### src/rtl/pmod_report_pkg.sv
// Shared types and helpers for the PMOD change reporter: serializer state
// encoding, the newline terminator and nibble-to-ASCII conversion.
package pmod_report_pkg;

  typedef enum logic [1:0] {
    ST_IDLE  = 2'd0,
    ST_START = 2'd1,
    ST_DATA  = 2'd2,
    ST_STOP  = 2'd3
  } tx_state_e;

  localparam logic [7:0] ASCII_NL = 8'h0A;

  // Uppercase hex digit: 0-9 -> 0x30-0x39, A-F -> 0x41-0x46.
  function automatic logic [7:0] hex_ascii(input logic [3:0] nib);
    if (nib < 4'd10) begin
      return 8'h30 + {4'h0, nib};
    end
    return 8'h37 + {4'h0, nib};
  endfunction

endpackage

### src/rtl/pmod_report_tx_uart.sv
// 8N1 byte serializer with a registered line output; a new byte may be
// chained from the final stop-bit cycle so consecutive bytes have no gap.
module uart_tx_byte
  import pmod_report_pkg::*;
#(
  parameter int CLKS_PER_BIT = 104
) (
  input  logic       in_clock,
  input  logic       in_reset,
  input  logic       in_start,
  input  logic [7:0] in_data,
  output logic       out_tx,
  output logic       out_done
);

  localparam int CW = $clog2(CLKS_PER_BIT);
  localparam logic [CW-1:0] BAUD_MAX = CW'(CLKS_PER_BIT - 1);

  // Handshake: in_start/in_data are accepted only in IDLE or in the cycle
  // out_done is high (last stop-bit cycle); out_done is a one-cycle pulse.
  tx_state_e     state_q, state_d;
  logic [CW-1:0] baud_q, baud_d;
  logic [2:0]    bit_q, bit_d;
  logic [7:0]    shift_q, shift_d;
  logic          tx_q, tx_d;
  logic          bit_end;

  assign bit_end = (baud_q == BAUD_MAX);
  assign out_tx  = tx_q;

  always_ff @(posedge in_clock or posedge in_reset) begin
    if (in_reset) begin
      state_q <= ST_IDLE;
      baud_q  <= '0;
      bit_q   <= '0;
      shift_q <= '0;
      tx_q    <= 1'b1;
    end else begin
      state_q <= state_d;
      baud_q  <= baud_d;
      bit_q   <= bit_d;
      shift_q <= shift_d;
      tx_q    <= tx_d;
    end
  end

  always_comb begin
    state_d  = state_q;
    baud_d   = baud_q;
    bit_d    = bit_q;
    shift_d  = shift_q;
    tx_d     = tx_q;
    out_done = 1'b0;
    case (state_q)
      ST_IDLE: begin
        tx_d = 1'b1;
        if (in_start) begin
          state_d = ST_START;
          shift_d = in_data;
          baud_d  = '0;
          tx_d    = 1'b0;
        end
      end
      ST_START: begin
        if (bit_end) begin
          state_d = ST_DATA;
          baud_d  = '0;
          bit_d   = 3'd0;
          tx_d    = shift_q[0];
        end else begin
          baud_d = baud_q + CW'(1);
        end
      end
      ST_DATA: begin
        if (bit_end) begin
          baud_d = '0;
          if (bit_q == 3'd7) begin
            state_d = ST_STOP;
            tx_d    = 1'b1;
          end else begin
            bit_d   = bit_q + 3'd1;
            shift_d = {1'b0, shift_q[7:1]};
            tx_d    = shift_q[1];
          end
        end else begin
          baud_d = baud_q + CW'(1);
        end
      end
      ST_STOP: begin
        if (bit_end) begin
          out_done = 1'b1;
          baud_d   = '0;
          if (in_start) begin
            state_d = ST_START;
            shift_d = in_data;
            tx_d    = 1'b0;
          end else begin
            state_d = ST_IDLE;
            tx_d    = 1'b1;
          end
        end else begin
          baud_d = baud_q + CW'(1);
        end
      end
      default: begin
        state_d = ST_IDLE;
        tx_d    = 1'b1;
      end
    endcase
  end

endmodule

### src/rtl/pmod_report_tx.sv
// Watches the synchronized PMOD nibble and, on change, reports it over UART
// as an ASCII hex digit followed by a newline.
module pmod_report_tx
  import pmod_report_pkg::*;
#(
  parameter int CLKS_PER_BIT = 104
) (
  input  logic       in_clock,
  input  logic       in_reset,
  input  logic [3:0] in_pmod,
  output logic       out_tx,
  output logic       out_busy,
  output logic [7:0] out_count
);

  logic [3:0] sync1_q, sync_q;
  logic [3:0] reported_q, reported_d;
  logic       busy_q, busy_d;
  logic       byte_idx_q, byte_idx_d;
  logic [7:0] count_q, count_d;
  logic       tx_start;
  logic [7:0] tx_data;
  logic       tx_done;

  always_ff @(posedge in_clock or posedge in_reset) begin
    if (in_reset) begin
      sync1_q <= 4'h0;
      sync_q  <= 4'h0;
    end else begin
      sync1_q <= in_pmod;
      sync_q  <= sync1_q;
    end
  end

  always_ff @(posedge in_clock or posedge in_reset) begin
    if (in_reset) begin
      reported_q <= 4'h0;
      busy_q     <= 1'b0;
      byte_idx_q <= 1'b0;
      count_q    <= 8'h00;
    end else begin
      reported_q <= reported_d;
      busy_q     <= busy_d;
      byte_idx_q <= byte_idx_d;
      count_q    <= count_d;
    end
  end

  // Idle re-compare happens in the single cycle after the last stop bit, so
  // a change seen during busy is reported once with the latest value.
  always_comb begin
    reported_d = reported_q;
    busy_d     = busy_q;
    byte_idx_d = byte_idx_q;
    count_d    = count_q;
    tx_start   = 1'b0;
    tx_data    = ASCII_NL;
    if (!busy_q) begin
      if (sync_q != reported_q) begin
        tx_start   = 1'b1;
        tx_data    = hex_ascii(sync_q);
        reported_d = sync_q;
        busy_d     = 1'b1;
        byte_idx_d = 1'b0;
      end
    end else if (tx_done) begin
      if (!byte_idx_q) begin
        tx_start   = 1'b1;
        tx_data    = ASCII_NL;
        byte_idx_d = 1'b1;
      end else begin
        busy_d     = 1'b0;
        byte_idx_d = 1'b0;
        count_d    = count_q + 8'd1;
      end
    end
  end

  uart_tx_byte #(
    .CLKS_PER_BIT(CLKS_PER_BIT)
  ) u_uart (
    .in_clock (in_clock),
    .in_reset (in_reset),
    .in_start (tx_start),
    .in_data  (tx_data),
    .out_tx   (out_tx),
    .out_done (tx_done)
  );

  assign out_busy  = busy_q;
  assign out_count = count_q;

endmodule

### config.mk
export PLATFORM = sky130hd
export DESIGN_NAME = pmod_report_tx
export DESIGN_NICKNAME = d
export VERILOG_FILES = /design/src/rtl/pmod_report_pkg.sv /design/src/rtl/pmod_report_tx_uart.sv /design/src/rtl/pmod_report_tx.sv
export SDC_FILE = /design/constraint.sdc
export NUM_CORES = 1
export LEC_CHECK = 0
export ABC_AREA = 1
export BUFFER_PORTS_ARGS = -buffer_cell sky130_fd_sc_hd__clkbuf_2
export CORE_ASPECT_RATIO = 0.75
export CORE_MARGIN = 3
export CORE_UTILIZATION = 50
export CTS_BUF_LIST = sky130_fd_sc_hd__clkbuf_2 sky130_fd_sc_hd__clkbuf_4 sky130_fd_sc_hd__clkbuf_8
export DETAILED_ROUTE_END_ITERATION = 16
export PLACE_DENSITY = 0.68
export SLEW_MARGIN = 20
export SYNTH_ARGS = -nofsm -noshare
export SYNTH_HDL_FRONTEND = slang
export SYNTH_HIERARCHICAL = 1
export SYNTH_SLANG_ARGS = --single-unit
### constraint.sdc
create_clock -name in_clock -period 5.1 [get_ports in_clock]
set_input_delay 1.02 -clock in_clock [delete_from_list [all_inputs] [get_ports in_clock]]
set_output_delay 1.02 -clock in_clock [all_outputs]
set_load 0.01 [all_outputs]
==> results.cfg, run 1 <==
[worst_setup_path]
cp.depth = 16
crit_top_cell = nand2_1
path_buf_inv = 4
critical_path.max_stage_delay_ns = 0.38
crit_fanout = 12
worstPathCellList = ha_1, nand2_1, inv_2, nand3_2, nor2_1, nand2_2, inv_2, nand2_1, nand2_1, inv_1, nand2_1, o21ai_0, inv_1, nand2_1, nand2_1, nand2_1
crit_required_ns = 5.29
r2r-start = u_uart/baud_q[0]
worstRegToRegCells = 16
crit_arrival_ns = 2.60
end_kind = register
r2r_setup_slack_ns = 2.69
crit_family = simple AND/OR/NAND/NOR gates
r2r_end = u_uart/state_q[1]
cp-start-kind = register
worstSetupPathType = register to register
crit_path_top_delay_cell = dfrtp_1

[yosys]
synth-edff-count = 0
synth-async-reset-ratio_pct = 100.0
synth-main-ff-cell = dfrtp_1
mappedNetlistArea_mm2 = 0.002361
syn_area_per_cell_um2 = 7.666
syn-num-nets = 324
synthCells = 308
ys_warn_count = 6
ys_ff_latch = 43
synth_cell_types = 29
synth.yosys.seq_area_share_pct = 45.63

[detailed_routing]
drt_pre_antenna_iters = 4
wirelength_mm = 4.443
drc_errors = 0
drtAntennaViolNets = 0
wl_per_cell_um = 11.60
dr.first_iter.drc_count = 94
avgViaCountPerCell = 4.903
vias = 1878

[global_routing]
antenna_found_initial = 0
overflow = 0
grt_max_degree = 23
grt.total_usage_pct = 18.03
grt_pass1_wl_mm = 7.879
first_global_vias = 1758

[floorplan]
coreArea_mm2 = 0.004304
die_area_mm2 = 0.005591
start_util_pct = 54.85
dieHeight_um = 65.51
boundaryPins = 16
fp-row-count = 20
die-width_um = 85.35

[clock_network]
cts_max_path_buffers = 2
clk_pin_slew_ns = 0.08
clock_latency_ns = 0.29
numCtsBuffers = 5
htree_levels = 2
cts_tree = done
cts-root-buf = clkbuf_8
post_cts_buffers = 0
ctsResizeCount = 0
cts_hold_buf = 0
cts_num_sinks = 43

[place]
place_area_mm2 = 0.002487
gp_congestion = 0.8341
portBuffers = 15
post-place-cells = 375
preCtsSetupSlack_ns = 2.702
dp_hpwl_mm = 3.198

[sta]
slew_headroom_pct = 44.96
period_needed_ns = 2.408
drv_slew = 0
rsz0062_at_grt = no
final_hold_viol_count = 0
fin_tns_setup_ns = 0
period_share_pct = 47.22
tightest_slew_ns = 0.8248
maxClockFrequency_mhz = 415.3
setup_viol = 0
skew_ns = 0.005699
fin_ws_ns = 2.692

[cells_and_area]
layout_commonest_cell = nand2_1
n_antenna_cell = 0
area_growth_pct = 9.115
final_area_mm2 = 0.002576
drive_gt1_share_pct = 13.72
final_cell_mix = 116 x nand2_1, 42 x dfrtp_1, 40 x inv_1, 22 x nand3_1, 20 x nor2_1
layout.filler_cells = 391
final_util_pct = 59.85
fin_cells = 383
finalNetCount = 343

[status]
status = complete, no violations

[hold_path]
min_path_type = register to register
whs_endpoint = sync_q[1]
hp-start = sync1_q[1]
hold_depth = 0

[power_and_ir_drop]
p_leak_uw = 0.001513
cellPowerDensity_mw_per_mm2 = 396.0
vdd_drop_max_mv = 0.1981

[run]
drv_cap = 0
==> synth_stat cells, types with 4 or more instances <==
| master | instances | area (µm²) |
|---|---|---|
| nand2_1 | 116 | 435.4 |
| dfrtp_1 | 42 | 1051 |
| inv_1 | 40 | 150.1 |
| nand3_1 | 22 | 110.1 |
| nor2_1 | 20 | 75.07 |
| ha_1 | 10 | 125.1 |
| o21ai_0 | 9 | 45.04 |
| nand4_1 | 8 | 50.05 |
| inv_2 | 5 | 18.77 |
| nor2_2 | 5 | 31.28 |
| nand2_2 | 4 | 25.02 |
| xor2_1 | 4 | 35.03 |
==> state kept, by name (all words and copies together), names as in the netlist <==
name / count
sync_q: 4
u_uart/shift_q: 8
reported_q: 4
u_uart/baud_q: 7
sync1_q: 4
u_uart/bit_q: 3
u_uart/out_tx: 1
out_count: 8
u_uart/state_q: 2
out_busy: 1
byte_idx_q: 1
==> metrics by stage <==
stage	power [µW]	hold WS, ns
final	1020	0.3455
after global routing	1111	0.3565
after global placement	801.5	0.3321
after floorplan	728.9	0.3312
after CTS	1029	0.3470
after detailed placement	806.2	0.3371
==> worst reg2reg max path, cell delays in order (launching register included) <==
cell	delay (ns)
dfrtp_1	0.38
ha_1	0.18
nand2_1	0.10
inv_2	0.08
nand3_2	0.22
nor2_1	0.20
nand2_2	0.08
inv_2	0.08
nand2_1	0.06
nand2_1	0.13
inv_1	0.06
nand2_1	0.27
o21ai_0	0.16
inv_1	0.11
nand2_1	0.07
nand2_1	0.06
nand2_1	0.05
==> power breakdown <==
group | total, µW | switching [µW] | internal, µW
Sequential | 444 | 41.6 | 402
Clock | 221 | 114 | 107
Combinational | 355 | 242 | 113
==> worst max path at each step <==
stage	from	to
6_report	u_uart/baud_q[0]	u_uart/state_q[1]
5_1_grt	u_uart/baud_q[0]	u_uart/state_q[1]
4_1_cts	u_uart/baud_q[0]	u_uart/state_q[1]
3_5_place_dp	u_uart/baud_q[0]	u_uart/state_q[1]
3_3_place_gp	u_uart/baud_q[0]	u_uart/state_q[1]
2_1_floorplan	u_uart/baud_q[0]	u_uart/baud_q[5]
==> per-layer routing <==
layer  wire [µm]  vias to the layer above  track usage [%]
met5           0                        -                0
met4          54                        0            7.510
met3         171                        5            4.261
met2        1967                       29            27.42
met1        2249                      852            24.72
li1            -                      992                -
==> cell families after synthesis <==
kind of cell               Yosys count  synth area share [%]
and+or+nand+nor                    181                 33.81
buffers and inverters               48                 7.896
DFF                                 43                 45.63
AOI/OAI and AO/OA                   18                 4.557
adders and majority gates           10                 5.299
xor gates and xnor gates             6                 2.226
other                                1                0.1588
muxes                                1                0.4240
==> area by class of cell <==
class	count	area, µm²	area share (%)
Sequential cell	43	1077	41.82
Tap cell	55	68.82	2.671
Clock inverter	1	5.005	0.1943
Multi-Input combinational cell	217	1097	42.59
Timing Repair Buffer	15	75.07	2.914
Inverter	45	168.9	6.557
Clock buffer	7	83.83	3.254
Power figures use the tool's default switching activity.
==> run 2: changes to the inputs <==
- PLACE_DENSITY: 0.68 -> 0.71
- clock period: 5.1 -> 2 ns (I/O delays scaled with it)
==> run 2 against run 1 <==
Fmax up 29%. Sequential share of layout area down 2.0 points. Die area unchanged. Cell count up 3.4%. Hold slack worse by 0.23 ns. Wire length up 3.7%. Combinational power rose to 3.0 times the previous value. Critical path depth unchanged. Clock-buffer cell count down 1. Sequential cell count unchanged. Critical path type unchanged.
==> results.cfg, run 2 (same netlist as run 1, synthesis figures left out) <==
[status]
status = complete, no violations

[hold_path]
min_path_type = input pin to asynchronous set/reset pin

[place]
post-place-cells = 384
dp_hpwl_mm = 3.342
gp_congestion = 0.8043
portBuffers = 15

[worst_setup_path]
crit_path_top_delay_cell = dfrtp_1
path_buf_inv = 4
end_kind = register
worstPathCellList = ha_2, nand2_2, inv_2, nand3_2, nor2_2, nand2_2, inv_2, nand2_1, nand2_2, inv_1, nand2_2, o21ai_0, inv_1, nand2_1, nand2_1, nand2_1
crit_family = simple AND/OR/NAND/NOR gates
worstSetupPathType = register to register
crit_arrival_ns = 2.06
crit_required_ns = 2.19
crit_fanout = 5
critical_path.max_stage_delay_ns = 0.37
cp-start-kind = register

[global_routing]
grt.total_usage_pct = 17.96
use_met2_pct = 27.52
use_met3_pct = 5.514
first_global_vias = 1788
antenna_found_initial = 0
grt_max_degree = 23
busiest_layer = met2
grt_pass1_wl_mm = 7.893
overflow = 0
grt_util_met1_pct = 24.70

[clock_network]
cts_num_sinks = 43
cts-root-buf = clkbuf_8
clk_pin_slew_ns = 0.08
numCtsBuffers = 5
cts_tree = done
clock_latency_ns = 0.30
cts_hold_buf = 0
cts_max_path_buffers = 2
htree_levels = 2

[cells_and_area]
final_cell_mix = 113 x nand2_1, 41 x dfrtp_1, 40 x inv_1, 22 x nand3_1, 18 x nor2_1
area_growth_pct = 14.84
n_antenna_cell = 0
layout_commonest_cell = nand2_1
fin_cells = 396
drive_gt1_share_pct = 19.35
finalNetCount = 357
layout.filler_cells = 388

[sta]
setup_viol = 0
drv_slew = 0
maxClockFrequency_mhz = 534.2
whs_ns = 0.1160
period_needed_ns = 1.872
rsz0062_at_grt = yes
period_share_pct = 93.60
final_hold_viol_count = 0
skew_ns = 0.006695

[power_and_ir_drop]
vdd_drop_max_mv = 0.6630
cellPowerDensity_mw_per_mm2 = 1016
p_leak_uw = 0.001583

[detailed_routing]
wl_per_cell_um = 11.63
drc_errors = 0
wirelength_mm = 4.607
vias = 1969
dr.first_iter.drc_count = 83
drt_pre_antenna_iters = 4
drtAntennaViolNets = 0
avgViaCountPerCell = 4.972

[floorplan]
die-width_um = 85.35
dieHeight_um = 65.51
fp-row-count = 20
start_util_pct = 54.85
coreArea_mm2 = 0.004304
die_area_mm2 = 0.005591
boundaryPins = 16

[run]
drv_cap = 0
run 2: changes by cell type in the layout (fill, tap and decap cells not counted), moves of 3 or more:
cell / delta
buf_4: +11
buf_6: +3
nand2_2: +3
nand2_1: -3
run 2: final cells by class:
class | count | area, µm² | share of cell area, %
inverter | 45 | 168.9 | 6.230
sequential | 43 | 1079 | 39.78
timing repair buffer | 29 | 191.4 | 7.060
clock inverter | 1 | 5.005 | 0.1846
tap | 55 | 68.82 | 2.538
clock buffer | 6 | 82.58 | 3.046
multi-input combinational | 217 | 1116 | 41.16
run 2: per-stage QoR:
step / total power [µW] / area (µm²) / worst slack, ns / TNS (ns) / util [%]
finish: 2755 / 2711 / 0.1281 / 0 / 62.99
global route: 2961 / 2711 / -0.03189 / -0.1161 / 62.99
CTS: 2693 / 2643 / 0.03247 / 0 / 61.40
detailed placement: 2125 / 2555 / 0.04309 / 0 / 59.36
global placement: 2107 / 2555 / 0.1057 / 0 / 59.36
floorplan: 1859 / 2361 / 0.08978 / 0 / -
run 2: power by group:
part	total [µW]	switching (µW)	internal (µW)
registers	1130	99.1	1030
clock network	562	291	271
logic	1070	680	388
run 2: what timing repair did:
item | CTS | global route
resized for setup | 0 | 11
endpoints found under the setup margin | 0 | 14
buffers inserted | 0 | 5
run 2: routing by layer:
layer / share of wire (%) / vias to the layer above / wire, µm
met2: 42 / 40 / 1950
met4: 0.96 / 0 / 44
met3: 4.6 / 7 / 211
li1: - / 1011 / -
met5: 0 / - / 0
met1: 52 / 911 / 2399
run 2: worst min-delay path, delay by kind of cell:
family / cells / cell delay (ns)
buffers and inverters: 3 / 0.41
run 2: path summary, 6_finish.rpt:
kind | startpoint | cells after the start | endpoint | slack, ns
setup / recovery | u_uart/baud_q[0] | 16 | u_uart/state_q[1] | 0.13
hold / removal | in_reset | 3 | reported_q[0] | 0.12
setup reg to reg | u_uart/baud_q[0] | 16 | u_uart/state_q[1] | 0.13
hold reg to reg | sync1_q[2] | 0 | sync_q[2] | 0.35
max in group asynchronous | in_reset | 3 | u_uart/out_tx | 1.60
min in group in_clock | in_pmod[2] | 1 | sync1_q[2] | 0.20
==> run 3: changes to the inputs <==
- SYNTH_HIERARCHICAL: 1 -> not set
==> run 3 against run 2 <==
Die area shrank 5.2%. Wire length shrank 15%. Setup slack gained 0.19 ns. Sequential power grew 4%. First-iteration DRC count shrank 37%. Register-to-register slack gained 0.19 ns. Cell count shrank 15%. Power is essentially flat. Sequential share of layout area grew 2.9 points. Sequential cell count shrank 1. Largest cell class is now registers. Highest routed layer unchanged. Cell area shrank 9.0%.
==> results.cfg, run 3 <==
[yosys]
syn-num-nets = 275
synth_cell_types = 35
yosys.area_share.adder_pct = 5.615
synthDominantCellAreaShare_pct = 46.04
ys_warn_count = 0
synth.yosys.seq_area_share_pct = 47.22
synth-main-ff-cell = dfrtp_1
synth_compound_area_share_pct = 10.95
synth-edff-count = 0
ys_ff_latch = 42
yosys.area.top_type = dfrtp_1
synth_xor_xnor_area_share_pct = 4.323
synth.most_common_cell = nand2_1
synth_top_family_by_area = simple AND/OR/NAND/NOR gates
synthTopCellsByArea = dfrtp_1 46%, nand2_1 13%, ha_1 5.6%, o21ai_0 4.7%, inv_1 4.5%
muxShareOfSynthArea_pct = 0
netlist_top_cells_count = 76 x nand2_1, 41 x dfrtp_1, 27 x inv_1, 21 x o21ai_0, 13 x nor2_1
synth-async-reset-ratio_pct = 100.0
syn_area_per_cell_um2 = 8.604
mappedNetlistArea_mm2 = 0.002228
synth-simple-area-share_pct = 25.72
synthCells = 259

[sta]
drv_slew = 0
fin_tns_setup_ns = 0
skew_ns = 0.009427
final_hold_viol_count = 0
tightest_slew_ns = 0.5247
period_needed_ns = 1.685
maxClockFrequency_mhz = 593.5
period_share_pct = 84.24
rsz0062_at_grt = no
slew_headroom_pct = 65.02
setup_viol = 0

[worst_setup_path]
r2r_end = u_uart.state_q[0]
cp-endpoint = u_uart.state_q[0]
end_kind = register
crit_fanout = 5
worstSetupPathType = register to register
crit_required_ns = 2.18
r2r-start = u_uart.state_q[0]
cp-start-kind = register
worstRegToRegCells = 9
critPathLaunch = u_uart.state_q[0]
crit_arrival_ns = 1.86
r2r_setup_slack_ns = 0.32

[clock_network]
cts_max_path_buffers = 2
post_cts_buffers = 0
htree_levels = 2
numCtsBuffers = 5
cts_hold_buf = 0
cts-root-buf = clkbuf_8
clk_pin_slew_ns = 0.08
cts_num_sinks = 42
ctsResizeCount = 0
clock_latency_ns = 0.29
cts_tree = done

[global_routing]
use_met2_pct = 25.20
first_global_vias = 1568
busiest_layer = met2
use_met3_pct = 4.381
grt_pass1_wl_mm = 7.024
grt.total_usage_pct = 16.08
grt_max_degree = 43
grt_util_met1_pct = 22.49
overflow = 0
antenna_found_initial = 0

[place]
place_area_mm2 = 0.002376
dp_hpwl_mm = 2.850
gp_congestion = 0.8283
post-place-cells = 329
portBuffers = 15

[detailed_routing]
drt_pre_antenna_iters = 4
avgViaCountPerCell = 4.908
wirelength_mm = 3.924
vias = 1654
wl_per_cell_um = 11.64
dr.first_iter.drc_count = 52
drtAntennaViolNets = 0
drc_errors = 0

[cells_and_area]
n_antenna_cell = 0
area_growth_pct = 10.72
finalNetCount = 297
fin_cells = 337
drive_gt1_share_pct = 17.73
final_cell_mix = 76 x nand2_1, 41 x dfrtp_1, 26 x inv_1, 21 x o21ai_0, 15 x clkbuf_2
final_area_mm2 = 0.002467
largest_reg_flops = 8
layout_commonest_cell = nand2_1

[power_and_ir_drop]
p_leak_uw = 0.001314
p_int_uw = 1705
power_uw = 2753
cellPowerDensity_mw_per_mm2 = 1116
combinationalPowerShare_pct = 36.9
clockPowerShare_pct = 20.5
swShare_pct = 38.09
seqPwrFrac_pct = 42.6
vdd_drop_max_mv = 0.6341
p_switching_uw = 1049

[floorplan]
dieHeight_um = 63.82
die-width_um = 83.09
boundaryPins = 16
fp-row-count = 20
coreArea_mm2 = 0.004179
start_util_pct = 53.32
die_area_mm2 = 0.005302

[run]
drv_cap = 0

[status]
status = complete, no violations

[hold_path]
min_path_type = input pin to asynchronous set/reset pin
## run 3: changes by cell type in the layout (fill, tap and decap cells not counted), sizes merged, moves of 9 or more
cell,before,now
buf,14,2
o21ai,11,27
nand2,123,81
inv,45,32
nor2,26,17
nand3,23,14
## run 3: logic make-up (layout without fill, tap and decap cells)
group           after synthesis  count (layout)
simple gates                119             119
compound gates               42              42
flops                        42              42
buf+inv                      35              58
xor+xnor                     11              11
fa+ha+maj                    10              10
## run 3: power by group through the flow
| stage | clock network (µW) | registers (µW) | logic (µW) |
|---|---|---|---|
| 5_1_grt | 608 | 1200 | 1200 |
| 3_3_place_gp | 0 | 1180 | 995 |
| 4_1_cts | 577 | 1170 | 1020 |
| 3_5_place_dp | 0 | 1180 | 1020 |
| 2_1_floorplan | 0 | 1160 | 819 |
| 6_report | 565 | 1170 | 1010 |
## run 3: worst min path at each step
stage               cells after the start        from  slack (ns)          endpoint
detailed placement                      0  sync1_q[2]        0.33         sync_q[2]
global route                            1  in_pmod[1]        0.21        sync1_q[1]
CTS                                     1  in_pmod[2]        0.21        sync1_q[2]
global placement                        0  sync1_q[2]        0.33         sync_q[2]
finish                                  3    in_reset        0.21  u_uart.baud_q[1]
floorplan                               0  sync1_q[0]        0.33         sync_q[0]
## run 3: worst max-delay path, stage by stage, from the launching register on
cell,delay (ns)
dfrtp_1,0.42
inv_1,0.10
ha_1,0.21
or2_2,0.30
o21ai_2,0.14
o21ai_0,0.10
inv_1,0.10
nand3_1,0.08
nand2_1,0.06
nand2_1,0.05
## run 3: routing by layer
metal	part of all wire [%]	vias up
li1	-	876
met1	54	757
met2	43	16
met3	2.6	5
met4	0.64	0
met5	0	-
## run 3: stage by stage
step / hold slack (ns) / utilization [%] / worst slack (ns)
after global routing: 0.2061 / 59.04 / 0.1415
after floorplan: 0.3312 / - / 0.3991
after global placement: 0.3347 / 56.86 / 0.3698
after detailed placement: 0.3347 / 56.86 / 0.3290
after CTS: 0.2125 / 59.04 / 0.3166
final: 0.2084 / 59.04 / 0.3152
## run 3: cell type report
type / instances / area, µm²
clock buffer: 8 / 91.34
fill: 356 / 1712
inverter: 33 / 126.4
multi-input combinational: 182 / 1039
sequential: 42 / 1052
tap: 55 / 68.82
timing repair buffer: 17 / 90.09
